**src/rtl/fetch_pkg.sv**
```systemverilog
// Shared types and constants for the RV32I instruction-fetch stage.
package fetch_pkg;

  localparam logic [31:0] RV_NOP = 32'h0000_0013;

  typedef enum logic [1:0] {
    BOOT,
    RUN,
    FAULT
  } fetch_state_t;

  typedef struct packed {
    logic [31:0] pc;
    logic [31:0] pc_plus4;
    logic [31:0] instr;
    logic        valid;
  } if_id_t;

  function automatic logic is_misaligned(input logic [31:0] addr);
    return addr[1:0] != 2'b00;
  endfunction

endpackage

```
**src/rtl/fetch_stage_if.sv**
```systemverilog
// Instruction-memory bus between the fetch stage (master) and an async-read memory (slave).
interface fetch_stage_if;

  logic [31:0] imem_a;
  logic [31:0] imem_rd;

  modport master (output imem_a, input imem_rd);
  modport slave  (input imem_a, output imem_rd);

endinterface

```
**src/rtl/fetch_stage_pc_gen.sv**
```systemverilog
// Program counter register with redirect / hold / increment next-PC selection.
module fetch_pc_gen #(
  parameter logic [31:0] RESET_PC = 32'h0000_0000
) (
  input  logic        clk,
  input  logic        rst_n,
  input  logic        hold_i,
  input  logic        load_i,
  input  logic [31:0] load_pc_i,
  output logic [31:0] pc_o
);

  logic [31:0] pc_q;
  logic [31:0] pc_d;

  // Load beats hold so a redirect can leave a stalled pipeline.
  always_comb begin
    pc_d = pc_q + 32'd4;
    if (load_i) begin
      pc_d = load_pc_i;
    end else if (hold_i) begin
      pc_d = pc_q;
    end
  end

  always_ff @(posedge clk or negedge rst_n) begin
    if (!rst_n) begin
      pc_q <= RESET_PC;
    end else begin
      pc_q <= pc_d;
    end
  end

  assign pc_o = pc_q;

endmodule

```
**src/rtl/fetch_stage.sv**
```systemverilog
// RV32I fetch stage: boot/run/fault FSM, IF/ID register, sticky fetch fault.
// Optional range check on the fetch address is enabled by defining FETCH_BOUNDS_CHECK_EN.
module fetch_stage
  import fetch_pkg::*;
#(
  parameter logic [31:0] RESET_PC   = 32'h0000_0000,
  parameter int          IMEM_WORDS = 64
) (
  input  logic                 clk,
  input  logic                 rst_n,
  fetch_stage_if.master        imem,
  input  logic                 stall_i,
  input  logic                 redirect_valid_i,
  input  logic [31:0]          redirect_pc_i,
  output logic [31:0]          if_pc_o,
  output logic [31:0]          if_pc_plus4_o,
  output logic [31:0]          if_instr_o,
  output logic                 if_valid_o,
  output logic                 fault_o,
  output logic [31:0]          fault_pc_o
);

`ifdef FETCH_BOUNDS_CHECK_EN
  localparam bit BOUNDS_EN = 1'b1;
`else
  localparam bit BOUNDS_EN = 1'b0;
`endif

  fetch_state_t state_q, state_d;
  if_id_t       ifid_q, ifid_d;
  logic         fault_q, fault_d;
  logic [31:0]  fault_pc_q, fault_pc_d;
  logic [31:0]  pc_q;
  logic         pc_hold, pc_load;
  logic         out_of_range;

  fetch_pc_gen #(.RESET_PC(RESET_PC)) u_pc_gen (
    .clk       (clk),
    .rst_n     (rst_n),
    .hold_i    (pc_hold),
    .load_i    (pc_load),
    .load_pc_i (redirect_pc_i),
    .pc_o      (pc_q)
  );

  assign out_of_range = {2'b00, pc_q[31:2]} >= 32'(IMEM_WORDS);

  always_comb begin
    state_d    = state_q;
    ifid_d     = ifid_q;
    fault_d    = fault_q;
    fault_pc_d = fault_pc_q;
    pc_hold    = 1'b1;
    pc_load    = 1'b0;

    case (state_q)
      BOOT, RUN: begin
        if (state_q == BOOT) begin
          state_d = RUN;
        end
        if (redirect_valid_i && is_misaligned(redirect_pc_i)) begin
          state_d      = FAULT;
          fault_d      = 1'b1;
          fault_pc_d   = redirect_pc_i;
          ifid_d.valid = 1'b0;
          ifid_d.instr = RV_NOP;
        end else if (redirect_valid_i) begin
          pc_load      = 1'b1;
          ifid_d.valid = 1'b0;
          ifid_d.instr = RV_NOP;
        end else if (state_q == RUN && !stall_i) begin
          if (BOUNDS_EN && out_of_range) begin
            state_d      = FAULT;
            fault_d      = 1'b1;
            fault_pc_d   = pc_q;
            ifid_d.valid = 1'b0;
            ifid_d.instr = RV_NOP;
          end else begin
            ifid_d.pc       = pc_q;
            ifid_d.pc_plus4 = pc_q + 32'd4;
            ifid_d.instr    = imem.imem_rd;
            ifid_d.valid    = 1'b1;
            pc_hold         = 1'b0;
          end
        end
      end
      default: begin
        // FAULT is terminal; everything holds until reset.
      end
    endcase
  end

  always_ff @(posedge clk or negedge rst_n) begin
    if (!rst_n) begin
      state_q    <= BOOT;
      ifid_q     <= '{pc: 32'd0, pc_plus4: 32'd0, instr: RV_NOP, valid: 1'b0};
      fault_q    <= 1'b0;
      fault_pc_q <= 32'd0;
    end else begin
      state_q    <= state_d;
      ifid_q     <= ifid_d;
      fault_q    <= fault_d;
      fault_pc_q <= fault_pc_d;
    end
  end

  assign imem.imem_a   = pc_q;
  assign if_pc_o       = ifid_q.pc;
  assign if_pc_plus4_o = ifid_q.pc_plus4;
  assign if_instr_o    = ifid_q.instr;
  assign if_valid_o    = ifid_q.valid;
  assign fault_o       = fault_q;
  assign fault_pc_o    = fault_pc_q;

endmodule
```
**src/flat_wrapper.sv**
```systemverilog
// flat-port wrapper written by rule: the top's interface ports become plain ports
module fetch_stage_flat import fetch_pkg::*;
#(
  parameter logic [31:0] RESET_PC   = 32'h0000_0000,
  parameter int          IMEM_WORDS = 64
)
  (clk, rst_n, stall_i, redirect_valid_i, redirect_pc_i, if_pc_o, if_pc_plus4_o, if_instr_o, if_valid_o, fault_o, fault_pc_o, imem_imem_a, imem_imem_rd);
  fetch_stage_if imem_i ();
  input  logic clk;
  input  logic rst_n;
  input  logic stall_i;
  input  logic redirect_valid_i;
  input  logic [31:0] redirect_pc_i;
  output logic [31:0] if_pc_o;
  output logic [31:0] if_pc_plus4_o;
  output logic [31:0] if_instr_o;
  output logic if_valid_o;
  output logic fault_o;
  output logic [31:0] fault_pc_o;
  output wire logic [$bits(imem_i.imem_a)-1:0] imem_imem_a;
  input wire logic [$bits(imem_i.imem_rd)-1:0] imem_imem_rd;
  assign imem_imem_a = imem_i.imem_a;
  assign imem_i.imem_rd = imem_imem_rd;
  fetch_stage #(.RESET_PC(RESET_PC), .IMEM_WORDS(IMEM_WORDS)) u_core (.clk(clk), .rst_n(rst_n), .imem(imem_i), .stall_i(stall_i), .redirect_valid_i(redirect_valid_i), .redirect_pc_i(redirect_pc_i), .if_pc_o(if_pc_o), .if_pc_plus4_o(if_pc_plus4_o), .if_instr_o(if_instr_o), .if_valid_o(if_valid_o), .fault_o(fault_o), .fault_pc_o(fault_pc_o));
endmodule
```
**config.mk**
```make
export PLATFORM = sky130hd
export DESIGN_NAME = fetch_stage_flat
export DESIGN_NICKNAME = d
export VERILOG_FILES = /design/src/rtl/fetch_pkg.sv /design/src/rtl/fetch_stage_if.sv /design/src/rtl/fetch_stage_pc_gen.sv /design/src/rtl/fetch_stage.sv /design/src/flat_wrapper.sv
export SDC_FILE = /design/constraint.sdc
export NUM_CORES = 1
export LEC_CHECK = 0
export BUFFER_PORTS_ARGS = -buffer_cell sky130_fd_sc_hd__buf_4
export CAP_MARGIN = 20
export CORE_AREA = 4 4 125 127
export CTS_BUF_LIST = sky130_fd_sc_hd__clkbuf_2 sky130_fd_sc_hd__clkbuf_4 sky130_fd_sc_hd__clkbuf_8
export CTS_CLUSTER_DIAMETER = 80
export DETAILED_ROUTE_END_ITERATION = 8
export DIE_AREA = 0 0 129 131
export PLACE_DENSITY = 0.75
export SKIP_CTS_REPAIR_TIMING = 1
export SLEW_MARGIN = 30
export SYNTH_ARGS = -nofsm -noshare
export SYNTH_HDL_FRONTEND = slang
export SYNTH_SLANG_ARGS = --single-unit
export TNS_END_PERCENT = 20
```
**constraint.sdc**
```tcl
create_clock -name clk -period 4.6 [get_ports clk]
set_input_delay 0 -clock clk [delete_from_list [all_inputs] [get_ports clk]]
set_output_delay 0 -clock clk [all_outputs]
set_load 0.1 [all_outputs]
```
==> qor.csv, run 1 <==
metric,value,unit
synth_cell_types,40,
slew_headroom,0.381,
arrival,2.97,ns
crit_chain,"nor2b_1, nor3b_4, buf_4, or2_2, o21ai_0, a221o_1",
synth-simple-area-share,0.157,
crit_path_start_kind,flip-flop,
synth_xor_area_frac,0.0376,
syn_avg_cell_area,10.8,um2
final-setup-viol-count,0,
core_area,0.0144,mm2
synthTopCellsByArea,"dfrtp_1, nand2_1, mux2_2",
worst_setup_path_end_kind,flip-flop,
synth_enable_flop_cells,0,
synth_compound_area_frac,0.123,
drtPass1Iterations,6,
path_depth,6,
place_congestion,0.817,
syn_area,0.00675,mm2
syn_inst,623,
antenna_found_initial,0,
drt-met1-wl,8440,um
critPathTopFamily,simple AND/OR/NAND/NOR gates,
rsz0062_at_grt,no,
holdWs,-0.00448,ns
async_flop_share,1.00,
slowest_delay,0.77,ns
wl_met3,1210,um
vias,5942,
cts_buffer_depth,2,
antenna_cells,0,
synth-seq-area-share,0.601,
synth_top_area_cell,dfrtp_1,
slew_violations,0,
outcome,finished with violations,
ys_ff_latch,162,
place_area,0.00856,mm2
hold_class,primary input to flip-flop,
grt_max_degree,79,
first_global_vias,5745,
grtUsageTotal,0.232,
wl_met2,10700,um
yosysWarnings,0,
clk_pin_slew,0.08,ns
synth_fa_ha_area_frac,0.00185,
fin_crit,2.63,ns
wirelength,20800,um
vias_per_cell,5.43,
cts_made_buffers,17,
drtIter0Drc,417,
worstSkewPairLatency,0.46,ns
ff2ff_path_depth,6,
start_util,0.468,
crit_buf_inv,1,
drv_cap,0,
die_w,129,um
portBuffers,229,
routedWlPerCell,19.0,um
cp_max_fo,17,
nets,967,
die_h,131,um
muxShareOfSynthArea,0.0501,
skew,0.0103,ns
fmax,381,MHz
synth_ff_type,dfrtp_1,
required,4.94,ns
clock-sinks,162,
syn2layout_area_growth,43.0,%
hpwlAfterDp,13600,um
dr.max_layer_used,met4,
synth_top_area_share,0.590,
ios,230,
synth_top_family_by_area,simple AND/OR/NAND/NOR gates,
slowest_stage,nor3b_4,
violations,negative hold slack,
ant_nets,0,
route.detailed.drc,0,
min_period_over_period,0.571,
grt_overflow,0,
rows,44,
drive_gt1_frac,0.345,
grt_pass1_wl,30500,um
nFillCells,1091,
htreeDepth,4,
hold_violations,1,
hold_depth,4,
tns,0,ns
tightest_slew,0.928,ns
critPathKind,flip-flop to flip-flop,
cts-root-buf,clkbuf_8,
cts_tree,built,
dieArea,0.0169,mm2
synth_nets,692,
fin_area,0.00965,mm2
sequential cells by signal, summed over array words and instances, names as in the netlist:
signal	count
u_core.if_valid_o	1
u_core.u_pc_gen.pc_o	32
u_core.if_pc_plus4_o	30
u_core.fault_pc_o	32
u_core.fault_o	1
u_core.if_pc_o	32
u_core.state_q	2
u_core.if_instr_o	32
final cells by class:
| class | count | area [um2] | area share |
|---|---|---|---|
| Timing Repair Buffer | 303 | 2460 | 0.255 |
| Multi-Input combinational cell | 413 | 2510 | 0.261 |
| Tap cell | 184 | 230 | 0.0239 |
| Clock inverter | 11 | 109 | 0.0113 |
| Sequential cell | 162 | 4060 | 0.421 |
| Clock buffer | 20 | 269 | 0.0279 |
| Inverter | 1 | 3.75 | 0.000389 |
layout by cell type, fill, tap and decap left out, drive strengths merged, types with 4 or more instances in the layout:
master and n:
dlygate4sd3 68, nor4 6, a22oi 17, xor2 14, a221o 8, xnor2 15, clkinv 6, clkinvlp 4
or2 4, buf 235, nor2 18, nor2b 4, dfrtp 159, nand4 12, nand2 153, and3 5
clkbuf 20, o21ai 57, nor3 7, a22o 29, nand3 13, mux2 30
cell usage after synthesis, types with 2 or more instances:
cell type    n
dfrtp_1    159
nand2_1    153
o21ai_0     52
clkbuf_1    37
mux2_2      30
a22o_1      29
nor2_1      18
a22oi_1     17
xnor2_1     15
xor2_1      14
nand3_1     13
nand4_1     10
a221o_1      8
buf_2        6
nor3_1       6
and3_1       5
o21ai_1      5
nor2b_1      4
nor4_1       4
or2_2        4
a21oi_1      3
and2_1       3
buf_4        3
dfstp_2      3
o22a_1       3
o311ai_0     3
and4_1       2
nor3b_1      2
kinds of logic (layout without fill, tap and decap cells):
| family | Yosys count | in the layout |
|---|---|---|
| compound gates | 122 | 122 |
| flops | 162 | 162 |
| xor+xnor | 29 | 29 |
| buf+inv | 48 | 335 |
| fa+ha+maj | 1 | 1 |
| simple gates | 231 | 231 |
| mux | 30 | 30 |
through the flow:
| stage | util | cells | setup slack [ns] | hold WS [ns] |
|---|---|---|---|---|
| 6_report | 0.669 | 1094 | 1.97 | -0.00448 |
| 5_1_grt | 0.669 | 1094 | 1.78 | 0.00855 |
| 4_1_cts | 0.620 | 1025 | 1.94 | -0.612 |
| 3_5_place_dp | 0.594 | 994 | 1.99 | -0.108 |
| 3_3_place_gp | 0.594 | 994 | 2.13 | -0.120 |
| 2_1_floorplan | - | 623 | 1.95 | -0.296 |
final timing paths:
| path | from | to | slack [ns] |
|---|---|---|---|
| max in group asynchronous | rst_n | u_core.fault_pc_o[1] | 3.14 |
| worst max-delay path | u_core.state_q[1] | u_core.u_pc_gen.pc_o[8] | 1.97 |
| worst min-delay path | redirect_valid_i | u_core.fault_pc_o[0] | -0.004 |
| worst min register to register | u_core.if_pc_o[9] | u_core.if_pc_o[9] | 0.49 |
| min in group asynchronous | rst_n | u_core.if_pc_plus4_o[9] | 0.46 |
| worst max register to register | u_core.state_q[1] | u_core.u_pc_gen.pc_o[8] | 1.97 |
metal layers:
layer / global-route usage / vias up
met3: 0.0622 / 35
met5: 0 / -
met2: 0.377 / 208
li1: - / 2703
met4: 0.0859 / 0
met1: 0.300 / 2996
worst register-to-register path, cell delays in order (launching register included):
cell and delay, ns:
dfrtp_1 0.44, nor2b_1 0.26, nor3b_4 0.77, buf_4 0.38
or2_2 0.22, o21ai_0 0.11, a221o_1 0.33
Power of run 1 is not shown: default switching activity piles up to over one toggle a cycle in this logic, so the estimate is an artifact.
==> run 2: changes to the inputs <==
Settings changed: ABC_AREA set to 1, CORE_AREA 4 4 125 127 to 4 4 127 129, DIE_AREA 0 0 129 131 to 0 0 131 133, PLACE_DENSITY 0.75 to 0.77.
Clock period 4.6 ns to 2.3 ns, I/O delays scaled along.
==> run 2 against run 1 <==
Against the previous run: the run now ends clean; global-route usage fell by 0.30 points; sequential cell count did not move; clock-buffer cell count grew 1; clock skew decreased by 0.0023 ns; final cell count is 18% higher; maximum frequency up 45%; sequential share of layout area is 0.87 points lower; non-clock buffer count increased by 3; die area up 3.1%; core utilization shrank 1.4 points; worst setup slack lost 1.5 ns; critical endpoint is now u_core.if_pc_o[20]; largest cell class unchanged; highest routed layer unchanged.
==> qor.csv, run 2 <==
metric,value,unit
outcome,completed,
ff2ff_path_depth,8,
fmax,552,MHz
portBuffers,229,
cts-root-buf,clkbuf_8,
antenna_cells,0,
rsz0062_at_grt,no,
syn2layout_area_growth,42.6,%
yosysWarnings,0,
tightest_slew,0.656,ns
hold_violations,0,
clock-sinks,162,
arrival,2.12,ns
reg2reg_from,u_core.state_q[0],
synth_top_area_share,0.576,
critPathKind,flip-flop to flip-flop,
fin_area,0.00985,mm2
crit_chain,"inv_1, nor2_1, nand2_1, nor2_4, buf_4, inv_2, buf_4, o21ai_0",
final_common_cell,nand2_1,
first_global_vias,6082,
critPathTopFamily,buffers and inverters,
drtPass1Iterations,5,
synthTopCellsByArea,"dfrtp_1, nand2_1, a22o_1",
vias_per_cell,4.97,
powerDensity,533,mW/mm2
cp_max_fo,44,
nets,1161,
rows,45,
final-setup-viol-count,0,
worst_setup_path_end_kind,flip-flop,
grt_max_degree,60,
syn_inst,799,
htreeDepth,4,
vdd_drop_max,387,uV
worstSkewPairLatency,0.44,ns
wirelength,21500,um
p_comb_frac,0.050,
crit_buf_inv,4,
crit_path_frequent_cell,buf_4,
grt_pass1_wl,31200,um
slew_headroom,0.561,
synth_ff_type,dfrtp_1,
ios,230,
syn_area,0.00691,mm2
core_area,0.0150,mm2
r2r_slack,0.49,ns
fin_crit,1.81,ns
cts_tree,built,
clockPowerShare,0.408,
route.detailed.drc,0,
tns,0,ns
async_flop_share,1.00,
yosysMostFrequentCell,nand2_1,
synth_cell_types,26,
place_congestion,0.889,
crit_path_start_kind,flip-flop,
ys_ff_latch,162,
p_int,4.12,mW
slowest_stage,buf_4,
antenna_found_initial,0,
required,2.61,ns
hold_path_startpoint,redirect_valid_i,
p_sw,1.13,mW
slowest_delay,0.44,ns
skew,0.00800,ns
syn_avg_cell_area,8.65,um2
synth-seq-area-share,0.587,
final_cell_mix,"nand2_1, buf_4, dfrtp_1, dlygate4sd3_1, inv_1",
die_h,133,um
synth_top_area_cell,dfrtp_1,
clk_pin_slew,0.08,ns
synth_enable_flop_cells,0,
drive_gt1_frac,0.262,
hold_end,u_core.fault_pc_o[0],
die_w,131,um
p_seq_frac,0.542,
grtUsageTotal,0.229,
ant_nets,0,
cts_buffer_depth,2,
place_area,0.00879,mm2
grt_overflow,0,
hold_class,primary input to flip-flop,
netSwitchingFraction,0.215,
routedWlPerCell,16.6,um
vias,6416,
cts_made_buffers,17,
drtIter0Drc,424,
hpwlAfterDp,14700,um
r2r_end,u_core.if_pc_o[20],
start_util,0.460,
slew_violations,0,
min_period_over_period,0.788,
hold_depth,5,
leakage,5.37,nW
dieArea,0.0174,mm2
drv_cap,0,
synthTopCellsByCount,"nand2_1, dfrtp_1, inv_1, nand3_1, o21ai_0",
synth_nets,868,
[run 2: cell count changes after synthesis, sizes merged, moves of 9 or more]
cell and delta:
nand4 -12, nand2 +203, mux2 -30, xor2 -9, clkbuf -31, buf +16
xnor2 -15, nor2 +29, inv +61, nand3 +35, o21ai -15, a22oi -17
[run 2: worst max path at each step]
stage | start | end | slack (ns) | depth (start not counted)
final | u_core.state_q[0] | u_core.if_pc_o[20] | 0.49 | 8
after floorplan | u_core.u_pc_gen.pc_o[3] | u_core.if_pc_plus4_o[28] | 0.19 | 8
after CTS | u_core.state_q[0] | u_core.if_pc_o[20] | 0.48 | 8
after global placement | u_core.state_q[0] | u_core.u_pc_gen.pc_o[31] | 0.50 | 9
after detailed placement | u_core.state_q[0] | u_core.if_pc_o[24] | 0.50 | 8
after global routing | u_core.state_q[0] | u_core.if_pc_o[23] | 0.33 | 9
[run 2: per-stage QoR]
stage / setup WS [ns] / total power [mW] / util / hold slack (ns) / instances
global placement: 0.502 / 3.07 / 0.584 / 0.0161 / 1195
finish: 0.488 / 5.25 / 0.655 / 0.0675 / 1292
floorplan: 0.195 / 2.91 / - / -0.296 / 799
detailed placement: 0.498 / 3.07 / 0.584 / 0.0178 / 1195
CTS: 0.475 / 5.19 / 0.611 / -0.466 / 1226
global route: 0.334 / 5.43 / 0.655 / 0.0755 / 1292
[run 2: power by group through the flow]
stage	Combinational [mW]	Sequential, mW	Clock [mW]
2_1_floorplan	0.00265	2.90	0
3_3_place_gp	0.169	2.90	0
3_5_place_dp	0.169	2.90	0
4_1_cts	0.169	2.85	2.17
5_1_grt	0.284	2.85	2.30
6_report	0.260	2.85	2.14
[run 2: logic make-up (layout without fill, tap and decap cells)]
kind of cell             after synthesis  after routing  synth area share
AND/OR/NAND/NOR                      455            455             0.265
flip-flops                           162            162             0.587
buffers and inverters                 94            399            0.0601
AO/OA/AOI/OAI                         82             82            0.0795
XOR/XNOR                               5              5           0.00634
adder cells (fa/ha/maj)                1              1           0.00181
[run 2: per-layer routing]
| metal | GRT usage | vias to the layer above | wire length, um |
|---|---|---|---|
| li1 | - | 3098 | - |
| met2 | 0.374 | 246 | 10600 |
| met3 | 0.0666 | 25 | 1670 |
| met4 | 0.0611 | 0 | 346 |
| met1 | 0.298 | 3047 | 8830 |
| met5 | 0 | - | 0 |
[run 2: final cells by class]
type	instances	area (um2)
clock buffer	21	270
clock inverter	10	135
fill	1226	5180
inverter	62	233
multi-input combinational	543	2440
sequential	162	4060
tap	188	235
timing repair buffer	306	2480
[run 2: worst min-delay path, stage by stage]
cell     delay (ns)
buf_4          0.10
nand2_1        0.11
inv_1          0.13
nand2_1        0.08
nand2_1        0.06
Note: power is estimated with default switching activity, not from simulation.
